[config.mk]
export PLATFORM = sky130hd
export DESIGN_NAME = lcd_byte_tx_flat
export DESIGN_NICKNAME = d
export VERILOG_FILES = /design/src/rtl/lcd_byte_tx_if.sv /design/src/rtl/lcd_byte_tx.sv /design/src/flat_wrapper.sv
export SDC_FILE = /design/constraint.sdc
export NUM_CORES = 1
export LEC_CHECK = 0
export CAP_MARGIN = 20
export CORE_ASPECT_RATIO = 1.75
export CORE_UTILIZATION = 55
export DETAILED_ROUTE_END_ITERATION = 10
export PLACE_DENSITY = 0.87
export SYNTH_ARGS = -nofsm -noshare
export SYNTH_HDL_FRONTEND = slang
export SYNTH_SLANG_ARGS = --single-unit
[constraint.sdc]
create_clock -name clk -period 2.5 [get_ports clk]
set_input_delay 0.25 -clock clk [delete_from_list [all_inputs] [get_ports clk]]
set_output_delay 0.25 -clock clk [all_outputs]
set_load 0.05 [all_outputs]
[src/rtl/lcd_byte_tx_if.sv]
// Byte request channel between the command/character sequencer and lcd_byte_tx.
// Latency: none, wires only.
// Backpressure: start is held by the requester until it is accepted (start && ready).
interface lcd_byte_tx_if;
  logic       start;
  logic       rs_in;
  logic [7:0] data_in;
  logic       long_wait;
  logic       ready;
  logic       done;

  // Requester side: drives the byte and request, watches ready/done.
  modport master (
    output start, rs_in, data_in, long_wait,
    input  ready, done
  );

  // Transmitter side: consumes the request, reports ready/done.
  modport slave (
    input  start, rs_in, data_in, long_wait,
    output ready, done
  );
endinterface

[src/rtl/lcd_byte_tx.sv]
// Splits one LCD byte into two 4-bit nibble writes with E setup/pulse/hold/settle timing.
// Latency: done pulses 2*(SETUP+PULSE+HOLD)+GAP+settle cycles after the accept edge.
// Backpressure: ready only in IDLE; start while busy is ignored, never queued.
module lcd_byte_tx #(
  parameter int unsigned SETUP_CYC     = 2,
  parameter int unsigned PULSE_CYC     = 12,
  parameter int unsigned HOLD_CYC      = 1,
  parameter int unsigned GAP_CYC       = 50,
  parameter int unsigned WAIT_CYC      = 2000,
  parameter int unsigned LONG_WAIT_CYC = 82000
) (
  input  logic               clk,
  input  logic               reset,
  lcd_byte_tx_if.slave       req,
  output logic               lcd_rs,
  output logic               lcd_e_tc,
  output logic [3:0]         config_data
);

  typedef enum logic [3:0] {
    IDLE,
    U_SETUP,
    U_PULSE,
    U_HOLD,
    GAP,
    L_SETUP,
    L_PULSE,
    L_HOLD,
    SETTLE
  } state_t;

  // Counter reload values: each timed state lasts exactly N cycles when loaded with N-1.
  localparam logic [17:0] SETUP_LD = 18'(SETUP_CYC - 1);
  localparam logic [17:0] PULSE_LD = 18'(PULSE_CYC - 1);
  localparam logic [17:0] HOLD_LD  = 18'(HOLD_CYC - 1);
  localparam logic [17:0] GAP_LD   = 18'(GAP_CYC - 1);
  localparam logic [17:0] WAIT_LD  = 18'(WAIT_CYC - 1);
  localparam logic [17:0] LWAIT_LD = 18'(LONG_WAIT_CYC - 1);

  state_t      state_q, state_d;
  logic [17:0] cnt_q, cnt_d;
  logic [7:0]  byte_q, byte_d;
  logic        rs_q, rs_d;
  logic        lw_q, lw_d;
  logic        ready_q, ready_d;
  logic        done_q, done_d;
  logic        e_q, e_d;
  logic [3:0]  cfg_q, cfg_d;

  // Next-state, counter and latched-byte logic; outputs are derived from the next state
  // so every output is a flop that lines up with the state it belongs to.
  always_comb begin
    state_d = state_q;
    cnt_d   = cnt_q;
    byte_d  = byte_q;
    rs_d    = rs_q;
    lw_d    = lw_q;
    done_d  = 1'b0;

    if (state_q == IDLE) begin
      if (req.start) begin
        state_d = U_SETUP;
        cnt_d   = SETUP_LD;
        byte_d  = req.data_in;
        rs_d    = req.rs_in;
        lw_d    = req.long_wait;
      end
    end else if (cnt_q != 18'd0) begin
      cnt_d = cnt_q - 18'd1;
    end else begin
      unique case (state_q)
        U_SETUP: begin state_d = U_PULSE; cnt_d = PULSE_LD; end
        U_PULSE: begin state_d = U_HOLD;  cnt_d = HOLD_LD;  end
        U_HOLD:  begin state_d = GAP;     cnt_d = GAP_LD;   end
        GAP:     begin state_d = L_SETUP; cnt_d = SETUP_LD; end
        L_SETUP: begin state_d = L_PULSE; cnt_d = PULSE_LD; end
        L_PULSE: begin state_d = L_HOLD;  cnt_d = HOLD_LD;  end
        L_HOLD:  begin state_d = SETTLE;  cnt_d = lw_q ? LWAIT_LD : WAIT_LD; end
        SETTLE:  begin state_d = IDLE;    cnt_d = 18'd0;    done_d = 1'b1; end
        default: begin state_d = IDLE;    cnt_d = 18'd0;    end
      endcase
    end

    ready_d = (state_d == IDLE);
    e_d     = (state_d == U_PULSE) || (state_d == L_PULSE);

    // Upper nibble through the gap, lower nibble from L_SETUP until settle ends; IDLE holds.
    case (state_d)
      IDLE:                         cfg_d = cfg_q;
      U_SETUP, U_PULSE, U_HOLD, GAP: cfg_d = byte_d[7:4];
      default:                      cfg_d = byte_d[3:0];
    endcase
  end

  // Single state register; synchronous reset abandons any partial byte without a done.
  always_ff @(posedge clk) begin
    if (reset) begin
      state_q <= IDLE;
      cnt_q   <= 18'd0;
      byte_q  <= 8'h00;
      rs_q    <= 1'b0;
      lw_q    <= 1'b0;
      ready_q <= 1'b1;
      done_q  <= 1'b0;
      e_q     <= 1'b0;
      cfg_q   <= 4'h0;
    end else begin
      state_q <= state_d;
      cnt_q   <= cnt_d;
      byte_q  <= byte_d;
      rs_q    <= rs_d;
      lw_q    <= lw_d;
      ready_q <= ready_d;
      done_q  <= done_d;
      e_q     <= e_d;
      cfg_q   <= cfg_d;
    end
  end

  assign req.ready   = ready_q;
  assign req.done    = done_q;
  assign lcd_rs      = rs_q;
  assign lcd_e_tc    = e_q;
  assign config_data = cfg_q;

endmodule

[src/flat_wrapper.sv]
// flat-port wrapper written by rule: the top's interface ports become plain ports
module lcd_byte_tx_flat 
#(
  parameter int unsigned SETUP_CYC     = 2,
  parameter int unsigned PULSE_CYC     = 12,
  parameter int unsigned HOLD_CYC      = 1,
  parameter int unsigned GAP_CYC       = 50,
  parameter int unsigned WAIT_CYC      = 2000,
  parameter int unsigned LONG_WAIT_CYC = 82000
)
  (clk, reset, lcd_rs, lcd_e_tc, config_data, req_start, req_rs_in, req_data_in, req_long_wait, req_ready, req_done);
  lcd_byte_tx_if req_i ();
  input  logic clk;
  input  logic reset;
  output logic lcd_rs;
  output logic lcd_e_tc;
  output logic [3:0] config_data;
  input wire logic [$bits(req_i.start)-1:0] req_start;
  input wire logic [$bits(req_i.rs_in)-1:0] req_rs_in;
  input wire logic [$bits(req_i.data_in)-1:0] req_data_in;
  input wire logic [$bits(req_i.long_wait)-1:0] req_long_wait;
  output wire logic [$bits(req_i.ready)-1:0] req_ready;
  output wire logic [$bits(req_i.done)-1:0] req_done;
  assign req_i.start = req_start;
  assign req_i.rs_in = req_rs_in;
  assign req_i.data_in = req_data_in;
  assign req_i.long_wait = req_long_wait;
  assign req_ready = req_i.ready;
  assign req_done = req_i.done;
  lcd_byte_tx #(.SETUP_CYC(SETUP_CYC), .PULSE_CYC(PULSE_CYC), .HOLD_CYC(HOLD_CYC), .GAP_CYC(GAP_CYC), .WAIT_CYC(WAIT_CYC), .LONG_WAIT_CYC(LONG_WAIT_CYC)) u_core (.clk(clk), .reset(reset), .req(req_i), .lcd_rs(lcd_rs), .lcd_e_tc(lcd_e_tc), .config_data(config_data));
endmodule
==> results of run 1 <==
[metrics by stage]
step	util, %	worst slack, ns	area, um2
floorplan	-	0.2957	1999
finish	71.94	0.1864	2470
global placement	68.51	0.2990	2352
CTS	71.94	0.2185	2470
detailed placement	68.51	0.2979	2352
global route	71.94	0.03461	2470
[worst min-delay path by stage]
stage                     cells past startpoint                     to                   from
after floorplan                               2            u_core.lw_q          req_long_wait
after global placement                        2          u_core.lcd_rs          u_core.lcd_rs
after detailed placement                      2          u_core.lcd_rs          u_core.lcd_rs
after CTS                                     2            u_core.lw_q            u_core.lw_q
after global routing                          2  u_core.config_data[3]  u_core.config_data[3]
final                                         2            u_core.lw_q            u_core.lw_q
[cell type report]
class	instances	area (um2)	share of cell area, %
Tap cell	45	56.30	2.280
Clock buffer	6	82.58	3.343
Sequential cell	39	780.7	31.61
Timing Repair Buffer	40	350.3	14.18
Inverter	8	30.03	1.216
Clock inverter	2	35.03	1.418
Multi-Input combinational cell	181	1135	45.95
[power by group]
group	total [mW]	internal (mW)	switching (mW)
clock network	0.548	0.323	0.225
logic	2.52	0.978	1.54
registers	0.978	0.806	0.173
total	4.05	2.11	1.94
[routing by layer]
layer | share of wire [%] | vias up | wire (um)
met5 | 0 | - | 0
met4 | 6.0 | 0 | 326
met3 | 6.0 | 30 | 330
met2 | 53 | 105 | 2887
met1 | 35 | 934 | 1924
li1 | - | 974 | -
[flip-flops by register name, indices dropped and copies added (netlist names)]
register,count
u_core.lw_q,1
u_core.config_data,4
u_core.state_q,4
u_core.byte_q,8
u_core.req.ready,1
u_core.cnt_q,18
u_core.lcd_e_tc,1
u_core.req.done,1
u_core.lcd_rs,1
[kinds of logic after synthesis]
family                   Yosys count  share of synthesized area, %
AND/OR/NAND/NOR                   96                         24.28
AO/OA/AOI/OAI                     70                         24.66
flip-flops                        39                         39.05
buffers and inverters             21                         4.192
multiplexers                      13                         6.758
XOR/XNOR                           1                        0.4381
adder cells (fa/ha/maj)            1                        0.6257
[cells in the final DEF (no fill, tap or decap), types with 5 or more instances in the layout]
cell type	instances
clkbuf_8	6
dfxtp_1	39
nor3_1	10
nand3_1	9
a311oi_1	5
a21oi_1	20
nand2_1	27
mux2i_1	9
inv_1	8
clkdlybuf4s50_1	20
o21ai_0	10
buf_4	20
nor2_1	23
[worst max-delay path, cell delays in order, from the launching register on]
cell     delay (ns)
dfxtp_1        0.39
inv_1          0.06
ha_1           0.22
nor3b_1        0.18
and3_1         0.26
a31oi_1        0.29
or4b_2         0.63
a21oi_1        0.20
==> metrics.txt, run 1 <==
first-pass GRT wire length=8.880 mm; initial antenna violation count=0; Layout area overhead=23.53%; slew of the pin with the lowest slew margin=0.5386 ns; Pwr Density=1638 nW/um2; M2 GR Usage=53.84%; critical path data arrival time=2.53 ns; num rows=28; Synth Instances=241; core area=3433 um2; count of clock tree sinks=39; DR DRC count=0; CTS tree=built; gr usage total=32.07%; Post-synth EDFFs=0; top post-synthesis cells by area=dfxtp_1 39%, nand2_1 5.1%, a21oi_1 5.0%, mux2i_1 4.5%, nor2_1 4.3%; Syn Area/Cell=8.296 um2; I/O Buffers=20; share of layout cells above drive strength 1=15.58%; total grt overflow=0; FF+latch count, synth=39; Synth Warn #=0; Setup crit end=u_core.cnt_q[8]; Resize count post-CTS=0; Final Slew Violations=0; die area=3890 um2; router iterations before antenna repair=4; GRT busiest layer=met2; Setup TNS=0 ns; share of the synthesized area in the top cell type=39.05%; Max IR drop VDD=1.167 mV; run status=finished, final reports clean; startpoint types=flop; H-tree levels=2; Post-DP HPWL=3.947 mm; fmax=432.2 MHz; Synth Net Count=255; cell count after placement=313; ys flop type=dfxtp_1; crit path capture type=flop; Fin. Hold Viols=0; pin count of the biggest net entering global routing=20; crit path kind=flop to flop; initial drt markers=89; post-synth top area cell=dfxtp_1; Via density=6.364; top-count cell post-synth=dfxtp_1; fin crit share=92.54%; CTS buffer count=5; flop-to-flop setup slack=0.19 ns; async set or reset register ratio after synthesis=0%; WHS=0.4759 ns; Final min period=2.314 ns; unrepaired setup endpoints after global routing=no; Placer Congestion=0.8858; CTS clk-pin slew, worst paths=0.07 ns; data required time of the worst path=2.71 ns; Rel. slew slack=64.05%; Root Driver=clkbuf_8; met1 usage=32.87%; hold buffers post-CTS=0; Final setup viols=0; WL/cell=17.04 um; Static Leak=0.9746 nW; Non-Filler Instances=321; die width=47.58 um; number of max-cap violations=0; Commonest cells post-synth=39 x dfxtp_1, 27 x nand2_1, 23 x nor2_1; M3 GR Usage=6.154%; Pwr Total=4.045 mW; Detail Route Antenna Nets=0; Worst Path Max Fanout=7; fill count=296; R2R cell count=7; vias=2043; RR Endpoint=u_core.cnt_q[8]; register area share after synthesis=39.05%; worst r2r src=u_core.cnt_q[0]; final WL=5.469 mm; # nets final=289; vias in the first global route=2015; io pins=21; initial core utilization=58.24%; worst clock skew=0.008072 ns; Die H=81.76 um; Syn Std Cell Area=1999 um2; setup repair bufs after CTS=0; Antenna diodes=0; clk_lat worst skew=0.30 ns; Tightest Hold Check Type=flop to flop; CTS max path bufs=2; Critical path origin=u_core.cnt_q[0]; synth unique cells=52
Note: power is estimated with default switching activity, not from simulation.
==> inputs of run 2 (changes only) <==
SKIP_CTS_REPAIR_TIMING = 1   (was not set)
==> results of run 2 <==
Final layout, timing and power as in run 1 (identical DEF).
==> inputs of run 3 (changes only) <==
CORE_UTILIZATION = 50   (was 55)
PLACE_DENSITY = 0.84   (was 0.87)
TNS_END_PERCENT = 100   (was not set)
clock period = 2 ns   (was 2.5 ns; I/O delays follow)
==> metrics.txt, run 3 (same netlist as run 1, synthesis figures left out) <==
Final min period=2.027 ns (-0.2862 ns); pin count of the biggest net entering global routing=21 (+5.0%); initial drt markers=109 (+22%); io pins=21 (unchanged); Layout area overhead=43.74%; Antenna diodes=0 (unchanged); Tightest Hold Check Type=flop to flop; Root Driver=clkbuf_8; flop-to-flop setup slack=-0.03 ns (-0.21 ns); initial core utilization=51.72% (-6.5 points); worst r2r src=u_core.cnt_q[11]; die area=4266 um2 (+9.7%); Via density=6.476 (+1.8%); total grt overflow=0 (unchanged); Largest regs=u_core.cnt_q x18, u_core.byte_q x8; CTS tree=built; vias in the first global route=2156 (+7.0%); min setup slack post-route=-0.02738 ns (-0.2138 ns); Critical path origin=u_core.cnt_q[11]; Detail Route Antenna Nets=0 (unchanged); gr usage total=30.62% (-1.5 points); Setup TNS=-0.04637 ns (-0.04637 ns); Rel. slew slack=64.66% (+0.61 points); worst clock skew=0.008392 ns (+0.0003198 ns); fin util=74.34% (+2.4 points); critical path data arrival time=2.20 ns (-0.33 ns); number of max-cap violations=0 (unchanged); unrepaired setup endpoints after global routing=yes; WL/cell=19.77 um (+16%); fmax=493.2 MHz (+14%); router iterations before antenna repair=7 (+3); I/O Buffers=20 (unchanged); run status=complete, but fails checks; largest reg by FF count=u_core.cnt_q; data required time of the worst path=2.17 ns (-0.54 ns); Placer Congestion=0.9715 (+9.7%); final WL=7.017 mm (+28%); Post-DP HPWL=4.640 mm (+18%); CTS max path bufs=2 (unchanged); hold_sp=u_core.lw_q; H-tree levels=2 (unchanged); crit path kind=flop to flop; Worst Path Max Fanout=5 (-2); failing checks=negative setup slack; # nets final=320 (+11%); Final Slew Violations=0 (unchanged); leading cell type in the layout, fill and taps excluded=buf_4; cell count after placement=344 (+9.9%); num rows=30 (+7.1%); core area=3866 um2 (+13%); share of layout cells above drive strength 1=30.62% (+15 points); vias=2299 (+13%); crit path capture type=flop; R2R cell count=8 (+1); die width=49.80 um (+4.7%); initial antenna violation count=0 (unchanged); RR Endpoint=u_core.cnt_q[4]; CTS buffer count=5 (unchanged); first-pass GRT wire length=9.749 mm (+9.8%); Final setup viols=5 (+5); Setup crit end=u_core.cnt_q[4]; Die H=85.66 um (+4.8%); max reg flops=18 (unchanged); fill count=238 (-20%); CTS clk-pin slew, worst paths=0.08 ns (about the same); Non-Filler Instances=355 (+11%); DR DRC count=0 (unchanged); clk_lat worst skew=0.30 ns (about the same); WHS=0.4865 ns (+0.01065 ns); slew of the pin with the lowest slew margin=0.5285 ns (-0.01010 ns); startpoint types=flop; Fin. Hold Viols=0 (unchanged); most frequent cells in the layout=43 x buf_4, 37 x dfxtp_1, 27 x nand2_1, 22 x nor2_1, 20 x clkdlybuf4s50_1; fin crit share=101.4% (+8.8 points); count of clock tree sinks=39 (unchanged)
## run 3: worst min-delay path by stage
stage	to	slack, ns	cells past startpoint
after global placement	u_core.lcd_rs	0.45	2
after global routing	u_core.lw_q	0.50	2
after floorplan	u_core.lw_q	0.35	2
after CTS	u_core.config_data[2]	0.47	2
after detailed placement	u_core.config_data[0]	0.46	2
final	u_core.lw_q	0.49	2
## run 3: metrics by stage
| step | worst slack, ns | instance area (um2) |
|---|---|---|
| after detailed placement | -0.05940 | 2614 |
| after global routing | -0.04812 | 2874 |
| after CTS | -0.08699 | 2695 |
| final | -0.02738 | 2874 |
| after floorplan | -0.09211 | 2059 |
| after global placement | -0.05315 | 2614 |
## run 3: layout make-up
class / count / area (um2) / area share, %
Clock inverter: 1 / 5.005 / 0.1741
Sequential cell: 39 / 783.3 / 27.25
Timing Repair Buffer: 71 / 621.8 / 21.64
Tap cell: 48 / 60.06 / 2.090
Multi-Input combinational cell: 181 / 1297 / 45.15
Inverter: 8 / 30.03 / 1.045
Clock buffer: 7 / 76.32 / 2.656
## run 3: routing by layer
metal  vias up  track usage (%)  part of all wire (%)
met5         -                0                     0
met4         0            21.82                   8.2
met3        55            4.078                   5.3
met2       140            58.23                    54
met1      1080            28.70                    33
li1       1024                -                     -
## run 3: worst max-delay path, stage by stage, from the launching register on
cell and delay [ns]:
dfxtp_1 0.32, or3_4 0.39, buf_6 0.14, nor4_4 0.20, buf_6 0.18, a21oi_1 0.09
buf_4 0.17, nor3_1 0.27, nor3_1 0.12
Power of run 3 is not shown: default switching activity piles up to over one toggle a cycle in this logic, so the estimate is an artifact.
